$ cat config.mk
export PLATFORM = sky130hd
export DESIGN_NAME = id_operand_stage_flat
export DESIGN_NICKNAME = d
export VERILOG_FILES = /design/src/rtl/id_pkg.sv /design/src/rtl/id_operand_stage_if.sv /design/src/rtl/id_fwd_mux.sv /design/src/rtl/id_operand_stage.sv /design/src/flat_wrapper.sv
export SDC_FILE = /design/constraint.sdc
export NUM_CORES = 1
export LEC_CHECK = 0
export CORE_AREA = 2 2 159 161
export DETAILED_ROUTE_END_ITERATION = 12
export DIE_AREA = 0 0 161 163
export PLACE_DENSITY = 0.82
export SETUP_SLACK_MARGIN = 0.02
export SKIP_LAST_GASP = 1
export SYNTH_ARGS = -nofsm -noshare
export SYNTH_HDL_FRONTEND = slang
export SYNTH_HIERARCHICAL = 1
export SYNTH_SLANG_ARGS = --single-unit
$ cat constraint.sdc
create_clock -name clk_i -period 3.2 [get_ports clk_i]
set_clock_uncertainty 0.1 [all_clocks]
set_input_delay 0.48 -clock clk_i [delete_from_list [all_inputs] [get_ports clk_i]]
set_output_delay 0.48 -clock clk_i [all_outputs]
set_load 0.05 [all_outputs]
$ cat src/rtl/id_pkg.sv
// Shared types for the decode-to-execute operand stage: register-zero constant,
// forwarding-select record and the ID/EX bundle layout for the default configuration.
package id_pkg;

  localparam int XLEN_DEF    = 32;
  localparam int REG_AW_DEF  = 5;
  localparam int CTRL_W_DEF  = 24;
  localparam int FWD_IDX_W   = 4;

  localparam logic [REG_AW_DEF-1:0] REG_X0 = '0;

  // Result of one operand's forwarding search: which source won and whether it is usable yet.
  typedef struct packed {
    logic [FWD_IDX_W-1:0] idx;
    logic                 hit;
    logic                 pending;
  } fwd_sel_t;

  typedef struct packed {
    logic [CTRL_W_DEF-1:0] ctrl;
    logic [XLEN_DEF-1:0]   rs1_data;
    logic [XLEN_DEF-1:0]   rs2_data;
    logic [REG_AW_DEF-1:0] rd_addr;
    logic [XLEN_DEF-1:0]   imm;
    logic [XLEN_DEF-1:0]   pc;
  } id_ex_bundle_t;

endpackage

$ cat src/rtl/id_operand_stage_if.sv
// Decode/forward/execute signal bundle of the operand stage; master drives decode side, slave is the stage.
interface id_operand_stage_if #(
  parameter int XLEN    = 32,
  parameter int REG_AW  = 5,
  parameter int NUM_FWD = 2,
  parameter int CTRL_W  = 24
);
  logic                      flush_i;
  logic                      dec_valid_i;
  logic                      dec_ready_o;
  logic [CTRL_W-1:0]         dec_ctrl_i;
  logic [REG_AW-1:0]         dec_rs1_addr_i;
  logic [REG_AW-1:0]         dec_rs2_addr_i;
  logic                      dec_rs1_used_i;
  logic                      dec_rs2_used_i;
  logic [REG_AW-1:0]         dec_rd_addr_i;
  logic [XLEN-1:0]           dec_imm_i;
  logic [XLEN-1:0]           dec_pc_i;
  logic [XLEN-1:0]           rf_rs1_data_i;
  logic [XLEN-1:0]           rf_rs2_data_i;
  logic [NUM_FWD-1:0]        fwd_valid_i;
  logic [NUM_FWD-1:0]        fwd_pending_i;
  logic [NUM_FWD*REG_AW-1:0] fwd_rd_addr_i;
  logic [NUM_FWD*XLEN-1:0]   fwd_data_i;
  logic                      ex_valid_o;
  logic                      ex_ready_i;
  logic [CTRL_W-1:0]         ex_ctrl_o;
  logic [XLEN-1:0]           ex_rs1_data_o;
  logic [XLEN-1:0]           ex_rs2_data_o;
  logic [REG_AW-1:0]         ex_rd_addr_o;
  logic [XLEN-1:0]           ex_imm_o;
  logic [XLEN-1:0]           ex_pc_o;
  logic                      hazard_stall_o;

  modport master (
    output flush_i, dec_valid_i, dec_ctrl_i, dec_rs1_addr_i, dec_rs2_addr_i,
           dec_rs1_used_i, dec_rs2_used_i, dec_rd_addr_i, dec_imm_i, dec_pc_i,
           rf_rs1_data_i, rf_rs2_data_i, fwd_valid_i, fwd_pending_i,
           fwd_rd_addr_i, fwd_data_i, ex_ready_i,
    input  dec_ready_o, ex_valid_o, ex_ctrl_o, ex_rs1_data_o, ex_rs2_data_o,
           ex_rd_addr_o, ex_imm_o, ex_pc_o, hazard_stall_o
  );

  modport slave (
    input  flush_i, dec_valid_i, dec_ctrl_i, dec_rs1_addr_i, dec_rs2_addr_i,
           dec_rs1_used_i, dec_rs2_used_i, dec_rd_addr_i, dec_imm_i, dec_pc_i,
           rf_rs1_data_i, rf_rs2_data_i, fwd_valid_i, fwd_pending_i,
           fwd_rd_addr_i, fwd_data_i, ex_ready_i,
    output dec_ready_o, ex_valid_o, ex_ctrl_o, ex_rs1_data_o, ex_rs2_data_o,
           ex_rd_addr_o, ex_imm_o, ex_pc_o, hazard_stall_o
  );
endinterface

$ cat src/rtl/id_fwd_mux.sv
// Priority forwarding for one source operand: lowest-index matching producer wins,
// register zero always reads as zero, hazard when the winner's result is still pending.
module id_fwd_mux
  import id_pkg::*;
#(
  parameter int XLEN    = 32,
  parameter int REG_AW  = 5,
  parameter int NUM_FWD = 2
) (
  input  logic [REG_AW-1:0]         rs_addr,
  input  logic                      rs_used,
  input  logic [XLEN-1:0]           rf_data,
  input  logic [NUM_FWD-1:0]        fwd_valid,
  input  logic [NUM_FWD-1:0]        fwd_pending,
  input  logic [NUM_FWD*REG_AW-1:0] fwd_rd_addr,
  input  logic [NUM_FWD*XLEN-1:0]   fwd_data,
  output logic [XLEN-1:0]           data,
  output logic                      hazard
);

  fwd_sel_t sel;

  // NOTE: every always_comb output gets a default first so no path leaves it unassigned (no latch).
  always_comb begin
    sel = '0;
    // Scan from oldest to youngest so the youngest match is the last one written.
    for (int k = NUM_FWD - 1; k >= 0; k--) begin
      if (rs_used && fwd_valid[k]
          && fwd_rd_addr[k*REG_AW +: REG_AW] != REG_AW'(REG_X0)
          && fwd_rd_addr[k*REG_AW +: REG_AW] == rs_addr) begin
        sel.idx     = FWD_IDX_W'(k);
        sel.hit     = 1'b1;
        sel.pending = fwd_pending[k];
      end
    end
  end

  always_comb begin
    data = rf_data;
    for (int k = 0; k < NUM_FWD; k++) begin
      if (sel.hit && sel.idx == FWD_IDX_W'(k)) data = fwd_data[k*XLEN +: XLEN];
    end
    if (rs_addr == REG_AW'(REG_X0)) data = '0;
  end

  assign hazard = sel.hit & sel.pending;

endmodule

$ cat src/rtl/id_operand_stage.sv
// ID/EX operand stage: resolves rs1/rs2 through the forwarding network, interlocks on pending
// producers and registers the bundle into a valid/ready pipeline register. Option: ID_STALL_CNT_EN.
module id_operand_stage
  import id_pkg::*;
#(
  parameter int XLEN    = 32,
  parameter int REG_AW  = 5,
  parameter int NUM_FWD = 2,
  parameter int CTRL_W  = 24
) (
  input  logic clk_i,
  input  logic rst_i,
  id_operand_stage_if.slave bus
`ifdef ID_STALL_CNT_EN
  ,
  output logic [31:0] stall_cnt_o
`endif
);

  typedef struct packed {
    logic [CTRL_W-1:0] ctrl;
    logic [XLEN-1:0]   rs1_data;
    logic [XLEN-1:0]   rs2_data;
    logic [REG_AW-1:0] rd_addr;
    logic [XLEN-1:0]   imm;
    logic [XLEN-1:0]   pc;
  } bundle_t;

  logic [XLEN-1:0] rs1_data;
  logic [XLEN-1:0] rs2_data;
  logic            rs1_hazard;
  logic            rs2_hazard;
  logic            hazard;
  logic            transfer;
  logic            ex_valid;
  bundle_t         ex_q;
  bundle_t         ex_d;

  id_fwd_mux #(.XLEN(XLEN), .REG_AW(REG_AW), .NUM_FWD(NUM_FWD)) u_fwd_rs1 (
    .rs_addr     (bus.dec_rs1_addr_i),
    .rs_used     (bus.dec_rs1_used_i),
    .rf_data     (bus.rf_rs1_data_i),
    .fwd_valid   (bus.fwd_valid_i),
    .fwd_pending (bus.fwd_pending_i),
    .fwd_rd_addr (bus.fwd_rd_addr_i),
    .fwd_data    (bus.fwd_data_i),
    .data        (rs1_data),
    .hazard      (rs1_hazard)
  );

  id_fwd_mux #(.XLEN(XLEN), .REG_AW(REG_AW), .NUM_FWD(NUM_FWD)) u_fwd_rs2 (
    .rs_addr     (bus.dec_rs2_addr_i),
    .rs_used     (bus.dec_rs2_used_i),
    .rf_data     (bus.rf_rs2_data_i),
    .fwd_valid   (bus.fwd_valid_i),
    .fwd_pending (bus.fwd_pending_i),
    .fwd_rd_addr (bus.fwd_rd_addr_i),
    .fwd_data    (bus.fwd_data_i),
    .data        (rs2_data),
    .hazard      (rs2_hazard)
  );

  assign hazard             = rs1_hazard | rs2_hazard;
  // Flush always drains the input, even while interlocked.
  assign bus.dec_ready_o    = bus.flush_i | (~hazard & (~ex_valid | bus.ex_ready_i));
  assign bus.hazard_stall_o = bus.dec_valid_i & hazard & ~bus.flush_i;
  assign transfer           = bus.dec_valid_i & bus.dec_ready_o & ~bus.flush_i;

  always_comb begin
    ex_d          = '0;
    ex_d.ctrl     = bus.dec_ctrl_i;
    ex_d.rs1_data = rs1_data;
    ex_d.rs2_data = rs2_data;
    ex_d.rd_addr  = bus.dec_rd_addr_i;
    ex_d.imm      = bus.dec_imm_i;
    ex_d.pc       = bus.dec_pc_i;
  end

  // NOTE: state uses non-blocking assignments; the payload is reset too because EX sees it directly.
  always_ff @(posedge clk_i) begin
    if (rst_i) begin
      ex_valid <= 1'b0;
      ex_q     <= '0;
    end else if (bus.flush_i) begin
      ex_valid <= 1'b0;
    end else if (transfer) begin
      ex_valid <= 1'b1;
      ex_q     <= ex_d;
    end else if (bus.ex_ready_i) begin
      ex_valid <= 1'b0;
    end
  end

  assign bus.ex_valid_o    = ex_valid;
  assign bus.ex_ctrl_o     = ex_q.ctrl;
  assign bus.ex_rs1_data_o = ex_q.rs1_data;
  assign bus.ex_rs2_data_o = ex_q.rs2_data;
  assign bus.ex_rd_addr_o  = ex_q.rd_addr;
  assign bus.ex_imm_o      = ex_q.imm;
  assign bus.ex_pc_o       = ex_q.pc;

`ifdef ID_STALL_CNT_EN
  logic [31:0] stall_cnt;

  always_ff @(posedge clk_i) begin
    if (rst_i) begin
      stall_cnt <= '0;
    end else if (bus.hazard_stall_o && stall_cnt != 32'hFFFF_FFFF) begin
      stall_cnt <= stall_cnt + 32'd1;
    end
  end

  assign stall_cnt_o = stall_cnt;
`endif

endmodule

$ cat src/flat_wrapper.sv
// flat-port wrapper written by rule: the top's interface ports become plain ports
module id_operand_stage_flat import id_pkg::*;
#(
  parameter int XLEN    = 32,
  parameter int REG_AW  = 5,
  parameter int NUM_FWD = 2,
  parameter int CTRL_W  = 24
)
  (clk_i, rst_i, bus_flush_i, bus_dec_valid_i, bus_dec_ctrl_i, bus_dec_rs1_addr_i, bus_dec_rs2_addr_i, bus_dec_rs1_used_i, bus_dec_rs2_used_i, bus_dec_rd_addr_i, bus_dec_imm_i, bus_dec_pc_i, bus_rf_rs1_data_i, bus_rf_rs2_data_i, bus_fwd_valid_i, bus_fwd_pending_i, bus_fwd_rd_addr_i, bus_fwd_data_i, bus_ex_ready_i, bus_dec_ready_o, bus_ex_valid_o, bus_ex_ctrl_o, bus_ex_rs1_data_o, bus_ex_rs2_data_o, bus_ex_rd_addr_o, bus_ex_imm_o, bus_ex_pc_o, bus_hazard_stall_o);
  id_operand_stage_if #(.XLEN(XLEN), .REG_AW(REG_AW), .NUM_FWD(NUM_FWD), .CTRL_W(CTRL_W)) bus_i ();
  input  logic clk_i;
  input  logic rst_i;
  input wire logic [$bits(bus_i.flush_i)-1:0] bus_flush_i;
  input wire logic [$bits(bus_i.dec_valid_i)-1:0] bus_dec_valid_i;
  input wire logic [$bits(bus_i.dec_ctrl_i)-1:0] bus_dec_ctrl_i;
  input wire logic [$bits(bus_i.dec_rs1_addr_i)-1:0] bus_dec_rs1_addr_i;
  input wire logic [$bits(bus_i.dec_rs2_addr_i)-1:0] bus_dec_rs2_addr_i;
  input wire logic [$bits(bus_i.dec_rs1_used_i)-1:0] bus_dec_rs1_used_i;
  input wire logic [$bits(bus_i.dec_rs2_used_i)-1:0] bus_dec_rs2_used_i;
  input wire logic [$bits(bus_i.dec_rd_addr_i)-1:0] bus_dec_rd_addr_i;
  input wire logic [$bits(bus_i.dec_imm_i)-1:0] bus_dec_imm_i;
  input wire logic [$bits(bus_i.dec_pc_i)-1:0] bus_dec_pc_i;
  input wire logic [$bits(bus_i.rf_rs1_data_i)-1:0] bus_rf_rs1_data_i;
  input wire logic [$bits(bus_i.rf_rs2_data_i)-1:0] bus_rf_rs2_data_i;
  input wire logic [$bits(bus_i.fwd_valid_i)-1:0] bus_fwd_valid_i;
  input wire logic [$bits(bus_i.fwd_pending_i)-1:0] bus_fwd_pending_i;
  input wire logic [$bits(bus_i.fwd_rd_addr_i)-1:0] bus_fwd_rd_addr_i;
  input wire logic [$bits(bus_i.fwd_data_i)-1:0] bus_fwd_data_i;
  input wire logic [$bits(bus_i.ex_ready_i)-1:0] bus_ex_ready_i;
  output wire logic [$bits(bus_i.dec_ready_o)-1:0] bus_dec_ready_o;
  output wire logic [$bits(bus_i.ex_valid_o)-1:0] bus_ex_valid_o;
  output wire logic [$bits(bus_i.ex_ctrl_o)-1:0] bus_ex_ctrl_o;
  output wire logic [$bits(bus_i.ex_rs1_data_o)-1:0] bus_ex_rs1_data_o;
  output wire logic [$bits(bus_i.ex_rs2_data_o)-1:0] bus_ex_rs2_data_o;
  output wire logic [$bits(bus_i.ex_rd_addr_o)-1:0] bus_ex_rd_addr_o;
  output wire logic [$bits(bus_i.ex_imm_o)-1:0] bus_ex_imm_o;
  output wire logic [$bits(bus_i.ex_pc_o)-1:0] bus_ex_pc_o;
  output wire logic [$bits(bus_i.hazard_stall_o)-1:0] bus_hazard_stall_o;
  assign bus_i.flush_i = bus_flush_i;
  assign bus_i.dec_valid_i = bus_dec_valid_i;
  assign bus_i.dec_ctrl_i = bus_dec_ctrl_i;
  assign bus_i.dec_rs1_addr_i = bus_dec_rs1_addr_i;
  assign bus_i.dec_rs2_addr_i = bus_dec_rs2_addr_i;
  assign bus_i.dec_rs1_used_i = bus_dec_rs1_used_i;
  assign bus_i.dec_rs2_used_i = bus_dec_rs2_used_i;
  assign bus_i.dec_rd_addr_i = bus_dec_rd_addr_i;
  assign bus_i.dec_imm_i = bus_dec_imm_i;
  assign bus_i.dec_pc_i = bus_dec_pc_i;
  assign bus_i.rf_rs1_data_i = bus_rf_rs1_data_i;
  assign bus_i.rf_rs2_data_i = bus_rf_rs2_data_i;
  assign bus_i.fwd_valid_i = bus_fwd_valid_i;
  assign bus_i.fwd_pending_i = bus_fwd_pending_i;
  assign bus_i.fwd_rd_addr_i = bus_fwd_rd_addr_i;
  assign bus_i.fwd_data_i = bus_fwd_data_i;
  assign bus_i.ex_ready_i = bus_ex_ready_i;
  assign bus_dec_ready_o = bus_i.dec_ready_o;
  assign bus_ex_valid_o = bus_i.ex_valid_o;
  assign bus_ex_ctrl_o = bus_i.ex_ctrl_o;
  assign bus_ex_rs1_data_o = bus_i.ex_rs1_data_o;
  assign bus_ex_rs2_data_o = bus_i.ex_rs2_data_o;
  assign bus_ex_rd_addr_o = bus_i.ex_rd_addr_o;
  assign bus_ex_imm_o = bus_i.ex_imm_o;
  assign bus_ex_pc_o = bus_i.ex_pc_o;
  assign bus_hazard_stall_o = bus_i.hazard_stall_o;
  id_operand_stage #(.XLEN(XLEN), .REG_AW(REG_AW), .NUM_FWD(NUM_FWD), .CTRL_W(CTRL_W)) u_core (.clk_i(clk_i), .rst_i(rst_i), .bus(bus_i));
endmodule
==> reports/results.ini <==
[synthesis]
synthFlopType=dfxtp_1
synth_top_cell_area_share=0.314
synth_edf_count=0
syn_avg_cell_area_um2=9.35
ys_warn_count=6
yosys-top-cells-area=dfxtp_1 31%, nand2b_1 20%, mux2i_1 16%
synth_top_cell_by_area=dfxtp_1
syn_area_um2=10100
yosysUniqueCellTypes=33
ys_seq_area_frac=0.314
ys_seq_elements=158
syn_nets=1328
netlist_instances=1076
synthArstFlopShare=0

[floorplanning]
die_h_um=163
num_rows=58
core_um2=24700
fp.dieArea_um2=26200
start_util=0.408
die_x_um=161
num_io_pins=412

[place]
dp_hpwl_um=26800
place_area_um2=14600
place_ws_ns=-0.219
port_buffers=411
place.gp.congestion=0.938

[critical_path]
max_stage_delay_ns=0.39
reg2reg_depth=5
critPathKind=input pin to output port
crit_path_start_kind=input pin
cpLargestDelayFamily=buffers and inverters
cp_num_buf_inv=4
required_ns=2.62
path_common_cell=buf_4
cp_max_fo=4
slowest_stage=or3_4
reg2reg_slack_ns=1.69
rr_endpoint=u_core/bus.ex_rs2_data_o[24]
r2r_start=u_core/bus.ex_valid_o
cp_cell_sequence=dlygate4sd2_1 > xor2_1 > a211o_1 > or3_4 > mux2i_1 > nor2_1 > buf_4 > buf_4 > a21o_1 > buf_12
worstSetupEndpointType=output port
cp.arrival_ns=2.53

[layout]
final_nets=1700
final_cell_area_um2=15300
syn2layout_area_growth_pct=51.7
drive_gt1_frac=0.127

[clock_tree]
clock_sinks=158
htreeDepth=4
clkSlewWorstSetupHoldPaths_ns=0.07
insertion_delay_ns=0.42
cts_root_buf=clkbuf_16
cts_buffers=17
cts_tree=done
hold_buffers=0
cts_buffer_depth=2

[global_route]
first_global_vias=10100
grt_overflow=0
grt_use_total=0.274
grt_pass1_wl_um=56800
grt_max_degree=109
antenna_found_initial=5

[timing]
setup_slack_ns=0.0922
tightest_slew_ns=0.657
hold_viol_final=0
max_freq_mhz=322
fin_crit_ns=3.11
hold_ws_ns=0.373
slew_viol_final=0
period_share=0.971
setup_viol=0
timing.slew.headroom=0.561
finalSetupTns_ns=0

[detailed_routing]
drc=0
dr_total_vias=10300
routedWlPerCell_um=21.0
firstDrtPassIters=7
drt-total-wl_um=37700
ant_nets=0
drt_iter0_drc=830
vias_per_cell=5.75

[pwr]
p_leak_nw=5.25
peakVddDrop_uv=326
p_total_mw=5.93
power_density_nw_per_um2=389

[hold_path]
hold_start=u_core/bus.ex_ctrl_o[0]
hp-class=flip-flop to flip-flop
whs_endpoint=u_core/bus.ex_ctrl_o[0]
hold-path-cell-count=2

[status]
outcome=finished clean

[flow_run]
drv_cap=0

## sequential cells by signal (all words and copies together), names as in the netlist
name                      count
u_core/bus.ex_ctrl_o         24
u_core/bus.ex_imm_o          32
u_core/bus.ex_pc_o           32
u_core/bus.ex_rd_addr_o       5
u_core/bus.ex_rs1_data_o     32
u_core/bus.ex_rs2_data_o     32
u_core/bus.ex_valid_o         1
## worst register-to-register path, delay by kind of cell, from the launching register on
kind | cells | cell delay [ns]
simple gates | 2 | 0.41
buf+inv | 2 | 0.41
flops | 1 | 0.31
mux | 1 | 0.21
## through the flow
stage / utilization / instances
global route: 0.618 / 1793
global placement: 0.591 / 1758
floorplan: - / 1076
detailed placement: 0.591 / 1758
finish: 0.619 / 1795
CTS: 0.615 / 1789
## Yosys cell counts (all sizes together), types with 4 or more instances
| master | count |
|---|---|
| nand4 | 66 |
| nor2 | 4 |
| or3 | 4 |
| dfxtp | 158 |
| nor4 | 66 |
| nand2 | 4 |
| xor2 | 4 |
| o31ai | 64 |
| or4 | 4 |
| clkbuf | 88 |
| mux2i | 159 |
| buf | 37 |
| nand3 | 4 |
| nand2b | 316 |
| xnor2 | 12 |
| a311oi | 64 |
| inv | 4 |
## worst max-delay path by stage
stage | endpoint | slack [ns] | depth (start not counted) | from
after floorplan | bus_hazard_stall_o | 0.05 | 8 | bus_fwd_rd_addr_i[0]
after global placement | u_core/bus.ex_ctrl_o[1] | -0.16 | 11 | bus_fwd_rd_addr_i[1]
after detailed placement | u_core/bus.ex_rs2_data_o[22] | -0.22 | 11 | bus_fwd_rd_addr_i[1]
after CTS | bus_dec_ready_o | 0.03 | 10 | bus_dec_rs1_addr_i[4]
after global routing | bus_dec_ready_o | -0.02 | 11 | bus_dec_rs2_addr_i[3]
final | bus_dec_ready_o | 0.09 | 10 | bus_fwd_rd_addr_i[1]
## cell type report
| cell class | instances | area, um^2 |
|---|---|---|
| Clock inverter | 14 | 155 |
| Clock buffer | 17 | 425 |
| Fill cell | 2019 | 9410 |
| Inverter | 4 | 15.0 |
| Antenna cell | 5 | 12.5 |
| Multi-Input combinational cell | 789 | 6300 |
| Tap cell | 330 | 413 |
| Sequential cell | 158 | 3160 |
| Timing Repair Buffer | 478 | 4780 |
## power by group
group          total [mW]  switching [mW]  internal [mW]  leakage [nW]
logic                1.75           0.967          0.783          3.67
registers            2.14          0.0662           2.08          1.29
clock network        2.04           0.939           1.10         0.280
total                5.93            1.97           3.96          5.25
## cells in the final DEF (no fill, tap or decap), types with 3 or more instances in the layout
master / synthesis / final
xor2_1: 4 / 4
inv_8: 0 / 4
a311oi_1: 6 / 6
nand2b_1: 316 / 316
dfxtp_1: 158 / 158
clkbuf_16: 0 / 17
xnor2_1: 12 / 8
nor4_1: 66 / 64
xnor2_2: 0 / 4
mux2i_1: 159 / 159
dlygate4sd2_1: 0 / 8
buf_4: 4 / 56
diode_2: 0 / 5
a311oi_2: 58 / 58
nand3_1: 4 / 4
clkdlybuf4s50_1: 0 / 394
nand4_1: 66 / 66
o31ai_1: 64 / 64
buf_12: 0 / 13
clkinv_4: 0 / 3
dlymetal6s2s_1: 0 / 6
## layer usage
layer / global-route usage / share of wire / vias up
met1: 0.336 / 0.39 / 4812
met5: 0 / 0.00035 / -
met2: 0.469 / 0.47 / 700
met3: 0.0596 / 0.097 / 131
li1: - / - / 4680
met4: 0.108 / 0.037 / 2
## kinds of logic after synthesis
logic type,Yosys count,share of synthesized area
AO/OA/AOI/OAI,138,0.148
XOR/XNOR,16,0.0139
buffers and inverters,129,0.0715
flip-flops,158,0.314
multiplexers,159,0.158
AND/OR/NAND/NOR,476,0.294
## repair_timing
action,in CTS,in global routing
gates resized for setup,15,12
buffers inserted,0,1
pin swaps,4,4
hold endpoints to repair,0,0
gates cloned,0,0
endpoints found under the setup margin,2,2
Note: power is estimated with default switching activity, not from simulation.
